`config.mk`:
```
export PLATFORM = sky130hd
export DESIGN_NAME = mouse_cursor_ctrl
export DESIGN_NICKNAME = d
export VERILOG_FILES = /design/src/rtl/mouse_cursor_ctrl.sv
export SDC_FILE = /design/constraint.sdc
export NUM_CORES = 1
export LEC_CHECK = 0
export ABC_AREA = 1
export BUFFER_PORTS_ARGS = -buffer_cell sky130_fd_sc_hd__buf_2
export CORE_MARGIN = 10
export CORE_UTILIZATION = 45
export DETAILED_ROUTE_END_ITERATION = 10
export PLACE_DENSITY_LB_ADDON = 0.2
export SLEW_MARGIN = 40
export SYNTH_ARGS = -nofsm -noshare
export SYNTH_HDL_FRONTEND = slang
export SYNTH_SLANG_ARGS = --single-unit
export TNS_END_PERCENT = 30
```
`constraint.sdc`:
```
create_clock -name clk -period 1.9 [get_ports clk]
set_input_delay 0.19 -clock clk [delete_from_list [all_inputs] [get_ports clk]]
set_output_delay 0.19 -clock clk [all_outputs]
set_load 0.05 [all_outputs]
```
`src/rtl/mouse_cursor_ctrl.sv`:
```
// PS/2 mouse packet assembler and cursor position tracker.
// The pending position is committed to the painter outputs only on frame_start.
module mouse_cursor_ctrl #(
  parameter int X_MAX   = 632,
  parameter int Y_MAX   = 469,
  parameter int X_INIT  = 320,
  parameter int Y_INIT  = 240,
  parameter int TIMEOUT = 50000,
  parameter int TO_W    = 16
) (
  input  logic       clk,
  input  logic       rst_n,
  input  logic [7:0] rx_data,
  input  logic       rx_valid,
  input  logic       frame_start,
  output logic [9:0] mouse_x,
  output logic [8:0] mouse_y,
  output logic       btn_left,
  output logic       btn_right,
  output logic       packet_err
);

  typedef enum logic [1:0] {WAIT_B0, WAIT_B1, WAIT_B2, APPLY} state_e;

  localparam logic signed [11:0] XM      = 12'(X_MAX);
  localparam logic signed [11:0] YM      = 12'(Y_MAX);
  localparam logic [TO_W-1:0]    TO_LAST = TO_W'(TIMEOUT - 1);

  state_e            state_q, state_d;
  // header keeps only the bits used later: {yov, xov, ysign, xsign, right, left}
  logic [5:0]        hdr_q, hdr_d;
  logic [7:0]        b1_q, b1_d, b2_q, b2_d;
  logic [TO_W-1:0]   to_q, to_d;
  logic [9:0]        pend_x_q, pend_x_d, mouse_x_q;
  logic [8:0]        pend_y_q, pend_y_d, mouse_y_q;
  logic [1:0]        btn_q, btn_d;
  logic              err_q, err_d;
  logic signed [11:0] dx, dy, nx, ny;

  assign dx = {{3{hdr_q[2]}}, hdr_q[2], b1_q};
  assign dy = {{3{hdr_q[3]}}, hdr_q[3], b2_q};
  assign nx = $signed({2'b00, pend_x_q}) + dx;
  assign ny = $signed({3'b000, pend_y_q}) - dy;

  always_comb begin
    state_d  = state_q;
    hdr_d    = hdr_q;
    b1_d     = b1_q;
    b2_d     = b2_q;
    to_d     = '0;
    err_d    = 1'b0;
    pend_x_d = pend_x_q;
    pend_y_d = pend_y_q;
    btn_d    = btn_q;
    case (state_q)
      WAIT_B0, APPLY: begin
        if (state_q == APPLY) begin
          btn_d = hdr_q[1:0];
          if (!hdr_q[4]) begin
            if (nx < 0)       pend_x_d = '0;
            else if (nx > XM) pend_x_d = XM[9:0];
            else              pend_x_d = nx[9:0];
          end
          if (!hdr_q[5]) begin
            if (ny < 0)       pend_y_d = '0;
            else if (ny > YM) pend_y_d = YM[8:0];
            else              pend_y_d = ny[8:0];
          end
        end
        // a byte arriving during APPLY is treated as a fresh first byte
        state_d = WAIT_B0;
        if (rx_valid) begin
          if (rx_data[3]) begin
            hdr_d   = {rx_data[7:4], rx_data[1:0]};
            state_d = WAIT_B1;
          end else begin
            err_d = 1'b1;
          end
        end
      end
      WAIT_B1, WAIT_B2: begin
        if (rx_valid) begin
          if (state_q == WAIT_B1) begin
            b1_d    = rx_data;
            state_d = WAIT_B2;
          end else begin
            b2_d    = rx_data;
            state_d = APPLY;
          end
        end else if (to_q == TO_LAST) begin
          state_d = WAIT_B0;
          err_d   = 1'b1;
        end else begin
          to_d = to_q + 1'b1;
        end
      end
      default: state_d = WAIT_B0;
    endcase
  end

  always_ff @(posedge clk or negedge rst_n) begin
    if (!rst_n) begin
      state_q   <= WAIT_B0;
      hdr_q     <= '0;
      b1_q      <= '0;
      b2_q      <= '0;
      to_q      <= '0;
      pend_x_q  <= 10'(X_INIT);
      pend_y_q  <= 9'(Y_INIT);
      mouse_x_q <= 10'(X_INIT);
      mouse_y_q <= 9'(Y_INIT);
      btn_q     <= '0;
      err_q     <= 1'b0;
    end else begin
      state_q  <= state_d;
      hdr_q    <= hdr_d;
      b1_q     <= b1_d;
      b2_q     <= b2_d;
      to_q     <= to_d;
      pend_x_q <= pend_x_d;
      pend_y_q <= pend_y_d;
      btn_q    <= btn_d;
      err_q    <= err_d;
      if (frame_start) begin
        mouse_x_q <= pend_x_q;
        mouse_y_q <= pend_y_q;
      end
    end
  end

  assign mouse_x    = mouse_x_q;
  assign mouse_y    = mouse_y_q;
  assign btn_left   = btn_q[0];
  assign btn_right  = btn_q[1];
  assign packet_err = err_q;

endmodule
```
; ---- Yosys cells after proc, flatten, opt, wreduce, memory -nomap -nowiden
; Cells that the tools add are included.
[totals]
output_inout_bits = 22
ff_bits = 81
[classes]
n_lt_le_gt_ge = 4
n_eq_ne = 5
mux = 18
n_addsub = 3
bitwise_logic = 3
n_reduce_logical = 9
[ops]
columns = cell, n
row1 = 16-bit 2-to-1 mux, 3
row2 = 10-bit 2-to-1 mux, 2
row3 = 9-bit 2-to-1 mux, 2
row4 = "16-bit by 1-bit adder with 16-bit output, second input constant", 1
row5 = "16-bit equality test, second input constant", 1
row6 = 3-bit AND reduction, 5
row7 = 11-bit by 9-bit adder with 12-bit output, 1
row8 = "12-bit by 11-bit greater-than comparator with 1-bit output, second input constant", 1
row9 = "12-bit by 1-bit < comparator with 1-bit output, second input constant", 1
row10 = "11-bit by 10-bit greater-than comparator with 1-bit output, second input constant", 1
row11 = "11-bit by 1-bit < comparator with 1-bit output, second input constant", 1
row12 = 10-bit by 9-bit subtractor with 11-bit output, 1
row13 = 1-bit 2-to-1 mux, 7
row14 = "2-bit equality test, second input constant", 2
row15 = 2-bit 2-to-1 mux, 2
row16 = 2-bit case mux with 2 select lines, 1
row17 = 2-bit OR reduction, 2
row18 = "3-bit inequality test, second input constant", 1
row19 = 1-bit inverter, 3
row20 = "2-bit by 1-bit equality test with 1-bit output, second input constant", 1
row21 = 2-bit logical NOT, 1
row22 = 1-bit case mux with 2 select lines, 1
row23 = 2-bit AND reduction, 1

; ---- Longest topological paths before layout
; Gate-level depths: netlist of the first run.
[logic_depth]
ltp_word = 4
mapped_depth = 18
mapped_depth_nobuf = 18

; ---- Worst setup path after synthesis of the first run
; No wires, ideal clock.
[synth_timing]
path_type = reg-to-reg
start = register pend_x_q[0]
end = register pend_x_q[3]
n_path_buf = 0
path_stages_with_launch = 18
setup_slack_ns = -0.080
setup_time_ns = 0.117
t_required_ns = 1.783
synth_period_minus_slack_ns = 1.980
t_arrival_ns = 1.863
cell_sequence = dfrtp_1 ha_1 inv_1 fa_1 inv_1 nand3_1 nand2_2 nand2_1 nand3_1 nand2_1 nor2_1 nand2_1 nand2_2 nand2_2 nand2_4 nand2_1 nand2_1 nand2_1
[synth_via]
elab_chain_len = 4
[synth_lines]
columns = item, line_no
row1 = start: declaration, 34  ; logic [9:0] pend_x_q, pend_x_d, mouse_x_q;
row2 = start signal: assignment, 108  ; pend_x_q <= 10'(X_INIT);
row3 = start signal: assignment, 120  ; pend_x_q <= pend_x_d;
row4 = 11-bit by 9-bit adder with 12-bit output (*), 42  ; assign nx = $signed({2'b00, pend_x_q}) + dx;
row5 = 12-bit by 11-bit greater-than comparator with 1-bit output, 61  ; else if (nx > XM) pend_x_d = XM[9:0];
row6 = 10-bit 2-to-1 mux, 61
row7 = 10-bit 2-to-1 mux (*), 60  ; if (nx < 0) pend_x_d = '0;
; Every way passes the cells marked *; elsewhere a longest branch is shown, timed or not.
; A chain may end at the register's enable or synchronous reset.

; ---- Worst setup path in the final report of the first run
[layout_timing]
start = register pend_y_q[0]
end = register pend_y_q[2]
[layout_via]
elab_chain_len = 4
[layout_lines]
columns = item, line_no
row1 = start: declaration, 35  ; logic [8:0] pend_y_q, pend_y_d, mouse_y_q;
row2 = start signal: assignment, 109  ; pend_y_q <= 9'(Y_INIT);
row3 = start signal: assignment, 121  ; pend_y_q <= pend_y_d;
row4 = 10-bit by 9-bit subtractor with 11-bit output (*), 43  ; assign ny = $signed({3'b000, pend_y_q}) - dy;
row5 = 11-bit by 10-bit greater-than comparator with 1-bit output, 66  ; else if (ny > YM) pend_y_d = YM[8:0];
row6 = 9-bit 2-to-1 mux, 66
row7 = 9-bit 2-to-1 mux (*), 65  ; if (ny < 0) pend_y_d = '0;
; Marked as above.

==> reports/metrics.cfg, run 1 <==
[logic_synthesis]
synth_area_leaders=dfrtp_1 37%, nand2_1 13%, ha_1 7.0%, dfstp_2 6.8%, inv_1 6.6%
synth-seq-area-share=0.440
syn_inst=562
synth_fp_nets=602
syn-cell-area_um2=4640
syn_avg_cell_area_um2=8.25
synth_top_cell_area_share=0.372
yosysWarnings=0
synth-seq-cells=81
yosysUniqueCellTypes=43
synth_top_area_cell=dfrtp_1

[drt]
wl_per_cell_um=14.2
ant_nets=0
drt-initial-drc-count=234
firstDrtPassIters=5
drc=0
avgViaCountPerCell=4.99
wl_mm=11.3
dr_total_vias=3991

[sta]
clock.fmax_mhz=474
final_max_slew_viol_count=0
hold_viol_final=0
final.setup.worst_slack_ns=-0.212
tightestPinTransition_ns=0.547
whs_ns=0.0272
finalSetupTns_ns=-2.97
min_period_ns=2.11
worst_slew_margin_rel=0.635
rsz0062_at_grt=true
fin_crit_sh=1.11
setup_viol=19
fin_worst_skew_ns=0.00749

[clock_network]
clk_latency_ns=0.36
h-tree-depth=3
cts.sinks=81
max-clock-path-buffers=2
cts_tree=built
cts-root-buf=clkbuf_8
cts_made_buffers=9
cts.clk_slew.worst_paths_ns=0.09

[finish]
layoutNonFillerInstCount=800
n_antenna_cell=0
mostFrequentLayoutCells=145 x nand2_1, 75 x inv_1, 69 x dfrtp_1
final_area_um2=5840
syn2layout_area_growth_pct=25.9
drive_gt1_frac=0.339
layout_commonest_cell=nand2_1
n_fill_cell=888
nNetsFinal=702

[power]
p_leak_nw=3.05
irDropWorstVdd_v=0.000708
cellPowerDensity_nw_per_um2=1830

[floorplan]
dieArea_um2=14800
initial_core_util=0.468
die_height_um=121
dieWidth_um=121
rows=36
coreArea_um2=9910
ios=34

[grt]
grt_usage=0.157
grt_remaining_overflow=0
grt_pass1_vias=3962
grt_pass1_wl_mm=18.9
antenna_found_initial=0
grt_max_degree=40

[place]
placed_area_um2=5360
gp_congestion=0.855
io_buffers=33
dp_cells=774
dp_hpwl_mm=8.13

[critical_path]
crit_type=flop to flop
cp_max_fo=7
worstPathRequired_ns=2.16
arrival_ns=2.37
startpoint_type=flop
end_kind=flop

[run]
drv_cap=0

[worst_hold_path]
hold_class=primary input to flop

[status]
status=finished, violations left
violations=setup timing

[layer usage]
metal | vias to the layer above | track usage | wire (um)
li1 | 1988 | - | -
met1 | 1899 | 0.202 | 5220
met2 | 86 | 0.261 | 5530
met3 | 18 | 0.0237 | 399
met4 | 0 | 0.0522 | 195
met5 | - | 0 | 0
[path summary, 6_finish.rpt]
path	to	slack, ns	from	depth (start not counted)
max	pend_y_q[2]	-0.21	pend_y_q[0]	15
max in group asynchronous	pend_x_q[6]	0.94	rst_n	3
min reg2reg	b2_q[3]	0.49	b2_q[3]	2
max reg2reg	pend_y_q[2]	-0.21	pend_y_q[0]	15
min in group asynchronous	to_q[1]	0.34	rst_n	2
min	packet_err	0.03	rx_data[3]	2
[final cells by class]
type | count | area, um^2 | share of cell area
multi-input cells | 386 | 2460 | 0.421
flip-flops and latches | 81 | 2040 | 0.350
repair buffers | 95 | 648 | 0.111
inverters | 89 | 342 | 0.0585
well taps | 133 | 166 | 0.0285
clock buffers | 11 | 141 | 0.0242
clock inverters | 5 | 38.8 | 0.00665
[registers in the layout, summed over array words and instances, names as in the netlist]
| signal | cells |
|---|---|
| b1_q | 8 |
| b2_q | 8 |
| btn_q | 2 |
| hdr_q | 6 |
| mouse_x | 10 |
| mouse_y | 9 |
| packet_err | 1 |
| pend_x_q | 10 |
| pend_y_q | 9 |
| state_q | 2 |
| to_q | 16 |
[power by group]
part	total (mW)	internal, mW	switching (mW)
Combinational	6.76	2.71	4.05
Clock	1.18	0.518	0.666
Sequential	2.75	2.36	0.383
Total	10.7	5.59	5.10
[worst max-delay path, stage by stage (launching register included)]
cell and delay, ns:
dfrtp_1 0.41, inv_2 0.09, ha_4 0.13, inv_2 0.04, fa_2 0.35, nand3_2 0.09, nand3_4 0.11, nand3_4 0.10
buf_4 0.12, nand3_2 0.09, nand2_2 0.12, nor2_4 0.05, nand3_4 0.12, nand3b_1 0.09, nand2_1 0.07, nand2_1 0.04
[cell families after synthesis]
| family | after synthesis | synth area share |
|---|---|---|
| flops | 81 | 0.440 |
| fa+ha+maj | 28 | 0.0788 |
| compound gates | 69 | 0.0831 |
| mux | 17 | 0.0413 |
| xor+xnor | 5 | 0.00945 |
| simple gates | 266 | 0.266 |
| buf+inv | 96 | 0.0807 |
[Yosys cell counts (all sizes together)]
library cell	n
fa	2
inv	85
a21oi	28
nor2	36
o22ai	2
o21ai	32
mux2	17
o21a	1
clkbuf	5
o31ai	1
or2	1
dfstp	12
nand3	31
ha	26
nand3b	4
a21o	1
xor2	4
o21bai	2
buf	2
dfrtp	69
nand2	177
nand4	10
clkinv	4
xnor2	1
a211oi	2
nor4	1
nor3	6
[stage by stage]
| step | worst slack (ns) | power (mW) | util |
|---|---|---|---|
| after floorplan | -0.0201 | 6.62 | - |
| after global placement | -0.188 | 8.34 | 0.541 |
| after detailed placement | -0.247 | 8.47 | 0.541 |
| after CTS | -0.192 | 9.92 | 0.570 |
| after global routing | -0.358 | 11.6 | 0.589 |
| final | -0.212 | 10.7 | 0.589 |
[repair_timing]
| action | in CTS | in global routing |
|---|---|---|
| setup endpoints to repair | 19 | 38 |
| endpoints found under the hold margin | 33 | 0 |
| gates resized for setup | 17 | 36 |
| gates cloned | 1 | 0 |
| pin swaps | 9 | 17 |
| setup buffers | 3 | 5 |
| hold buffers | 1 | 0 |
No activity file was read; power rests on OpenSTA's default activity.
==> run 2: changes to the inputs <==
clock period = 1.78 ns   (was 1.9 ns; I/O delays follow)
==> run 2 against run 1 <==
The flow still finishes with violations (setup timing). Sequential power increased by 6%. Global-route usage down 0.50 points. Combinational power is 9.0% higher. Critical path depth down 1. Worst hold slack improved by 0.031 ns. Sequential share of layout area fell by 0.58 points. Die area unchanged.
==> reports/metrics.cfg, run 2 (same netlist as run 1, synthesis figures left out) <==
[grt]
grt_usage=0.152  ; was 0.157
grt_max_degree=52  ; was 40
grt_remaining_overflow=0  ; unchanged
grt_pass1_wl_mm=18.3  ; was 18.9 mm
grt_pass1_vias=3979  ; was 3,962
antenna_found_initial=0  ; unchanged

[finish]
drive_gt1_frac=0.347  ; was 0.339
top_register=to_q  ; unchanged
nNetsFinal=712  ; was 702
layout_commonest_cell=nand2_1  ; unchanged
mostFrequentLayoutCells=150 x nand2_1, 76 x inv_1, 69 x dfrtp_1, 69 x buf_4, 32 x buf_2  ; was 145 x nand2_1, 75 x inv_1, 69 x dfrtp_1
largest_reg_flops=16  ; unchanged
n_antenna_cell=0  ; unchanged
n_fill_cell=874  ; was 888
syn2layout_area_growth_pct=28.0  ; was 25.9%

[run]
drv_cap=0  ; unchanged

[clock_network]
cts_tree=built  ; unchanged
max-clock-path-buffers=2  ; unchanged
h-tree-depth=3  ; unchanged
cts.sinks=81  ; unchanged
cts.clk_slew.worst_paths_ns=0.08  ; was 0.09 ns
clk_latency_ns=0.37  ; was 0.36 ns
cts-root-buf=clkbuf_8  ; unchanged
cts_made_buffers=9  ; unchanged

[critical_path]
arrival_ns=2.40  ; was 2.37 ns
crit_type=flop to flop  ; unchanged
startpoint_type=flop  ; unchanged
cp_max_fo=7  ; unchanged
worstPathRequired_ns=2.08  ; was 2.16 ns
end_kind=flop  ; unchanged

[drt]
ant_nets=0  ; unchanged
drt-initial-drc-count=221  ; was 234
wl_per_cell_um=13.8  ; was 14.2 um
avgViaCountPerCell=4.90  ; was 4.99
firstDrtPassIters=4  ; was 5
dr_total_vias=3973  ; was 3,991
wl_mm=11.1  ; was 11.3 mm
drc=0  ; unchanged

[sta]
fin_crit_sh=1.18  ; was 1.11
final.setup.worst_slack_ns=-0.315  ; was -0.212 ns
finalSetupTns_ns=-5.10  ; was -2.97 ns
hold_viol_final=0  ; unchanged
final_max_slew_viol_count=0  ; unchanged
clock.fmax_mhz=477  ; was 474 MHz
fin_worst_skew_ns=0.0107  ; was 0.00749 ns
tightestPinTransition_ns=0.523  ; was 0.547 ns
whs_ns=0.0577  ; was 0.0272 ns
worst_slew_margin_rel=0.651  ; was 0.635
setup_viol=19  ; unchanged
rsz0062_at_grt=true  ; unchanged
min_period_ns=2.09  ; was 2.11 ns

[power]
cellPowerDensity_nw_per_um2=1940  ; was 1830 nW/um^2
sw_frac_of_total=0.468  ; was 0.477
p_sw_mw=5.40  ; was 5.10 mW
p_leak_nw=3.08  ; was 3.05 nW
power_frac_clock=0.108  ; was 0.111
irDropWorstVdd_v=0.000827  ; was 0.000708 V
pwr-share-comb=0.639  ; was 0.632
power_mw=11.5  ; was 10.7 mW
p_int_mw=6.13  ; was 5.59 mW
power_frac_seq=0.253  ; was 0.257

[floorplan]
ios=34  ; unchanged
dieWidth_um=121  ; unchanged
die_height_um=121  ; unchanged
coreArea_um2=9910  ; unchanged
initial_core_util=0.468  ; unchanged
rows=36  ; unchanged
dieArea_um2=14800  ; unchanged

[worst_hold_path]
hold_class=primary input to flop  ; unchanged

[place]
gp_congestion=0.899  ; was 0.855
dp_hpwl_mm=8.10  ; was 8.13 mm
io_buffers=33  ; unchanged

[status]
status=finished, violations left  ; unchanged
violations=setup timing  ; unchanged

## run 2: layer usage
layer	vias up	GRT usage	wire, um
met4	0	0.0484	153
met2	70	0.246	5200
met1	1878	0.193	5290
met5	-	0	0
li1	2008	-	-
met3	17	0.0386	507
## run 2: timing repair
| action | CTS | global route |
|---|---|---|
| endpoints found under the setup margin | 21 | 36 |
| cloned | 0 | 1 |
| setup buffers | 3 | 5 |
| hold endpoints to repair | 18 | 0 |
| gates resized for setup | 14 | 39 |
| hold buffers | 1 | 0 |
| pin swaps | 5 | 20 |
## run 2: through the flow
stage / area [um^2] / instances / utilization / setup WS [ns]
after floorplan: 4670 / 562 / - / -0.140
after global placement: 5450 / 784 / 0.550 / -0.255
after detailed placement: 5450 / 784 / 0.550 / -0.280
after CTS: 5710 / 804 / 0.577 / -0.286
after global routing: 5930 / 810 / 0.599 / -0.469
final: 5930 / 810 / 0.599 / -0.315
## run 2: worst max-delay path, stage by stage (launching register included)
cell and delay (ns):
dfrtp_1 0.39, inv_2 0.08, ha_4 0.12, inv_2 0.04
fa_2 0.39, nand3_2 0.09, nand3_4 0.11, buf_6 0.14
xor2_1 0.14, nand2_1 0.09, nand2_2 0.09, nand3_4 0.12
nand3b_1 0.11, nand2_1 0.05, nand2_1 0.06
## run 2: worst paths after layout
check,from,endpoint,slack [ns],cells after the start
worst max register to register,pend_y_q[0],pend_y_q[2],-0.31,14
worst max-delay path,pend_y_q[0],pend_y_q[2],-0.31,14
min in group asynchronous,rst_n,mouse_x[7],0.31,2
worst min register to register,pend_y_q[4],pend_y_q[4],0.48,2
worst min-delay path,rx_data[3],packet_err,0.06,2
max in group asynchronous,rst_n,mouse_x[4],0.87,3
## run 2: layout make-up
| class | count | area, um^2 | share of cell area |
|---|---|---|---|
| clock buffer | 12 | 145 | 0.0245 |
| multi-input combinational | 386 | 2480 | 0.418 |
| sequential | 81 | 2040 | 0.344 |
| clock inverter | 4 | 28.8 | 0.00485 |
| timing repair buffer | 105 | 731 | 0.123 |
| tap | 133 | 166 | 0.0280 |
| inverter | 89 | 342 | 0.0576 |
## run 2: power groups by stage
stage / sequential [mW] / clock, mW / combinational, mW
finish: 2.92 / 1.24 / 7.37
global route: 3.00 / 1.34 / 8.17
CTS: 2.91 / 1.26 / 6.57
detailed placement: 2.94 / 0 / 6.30
global placement: 2.91 / 0 / 6.18
floorplan: 3.55 / 0 / 3.55
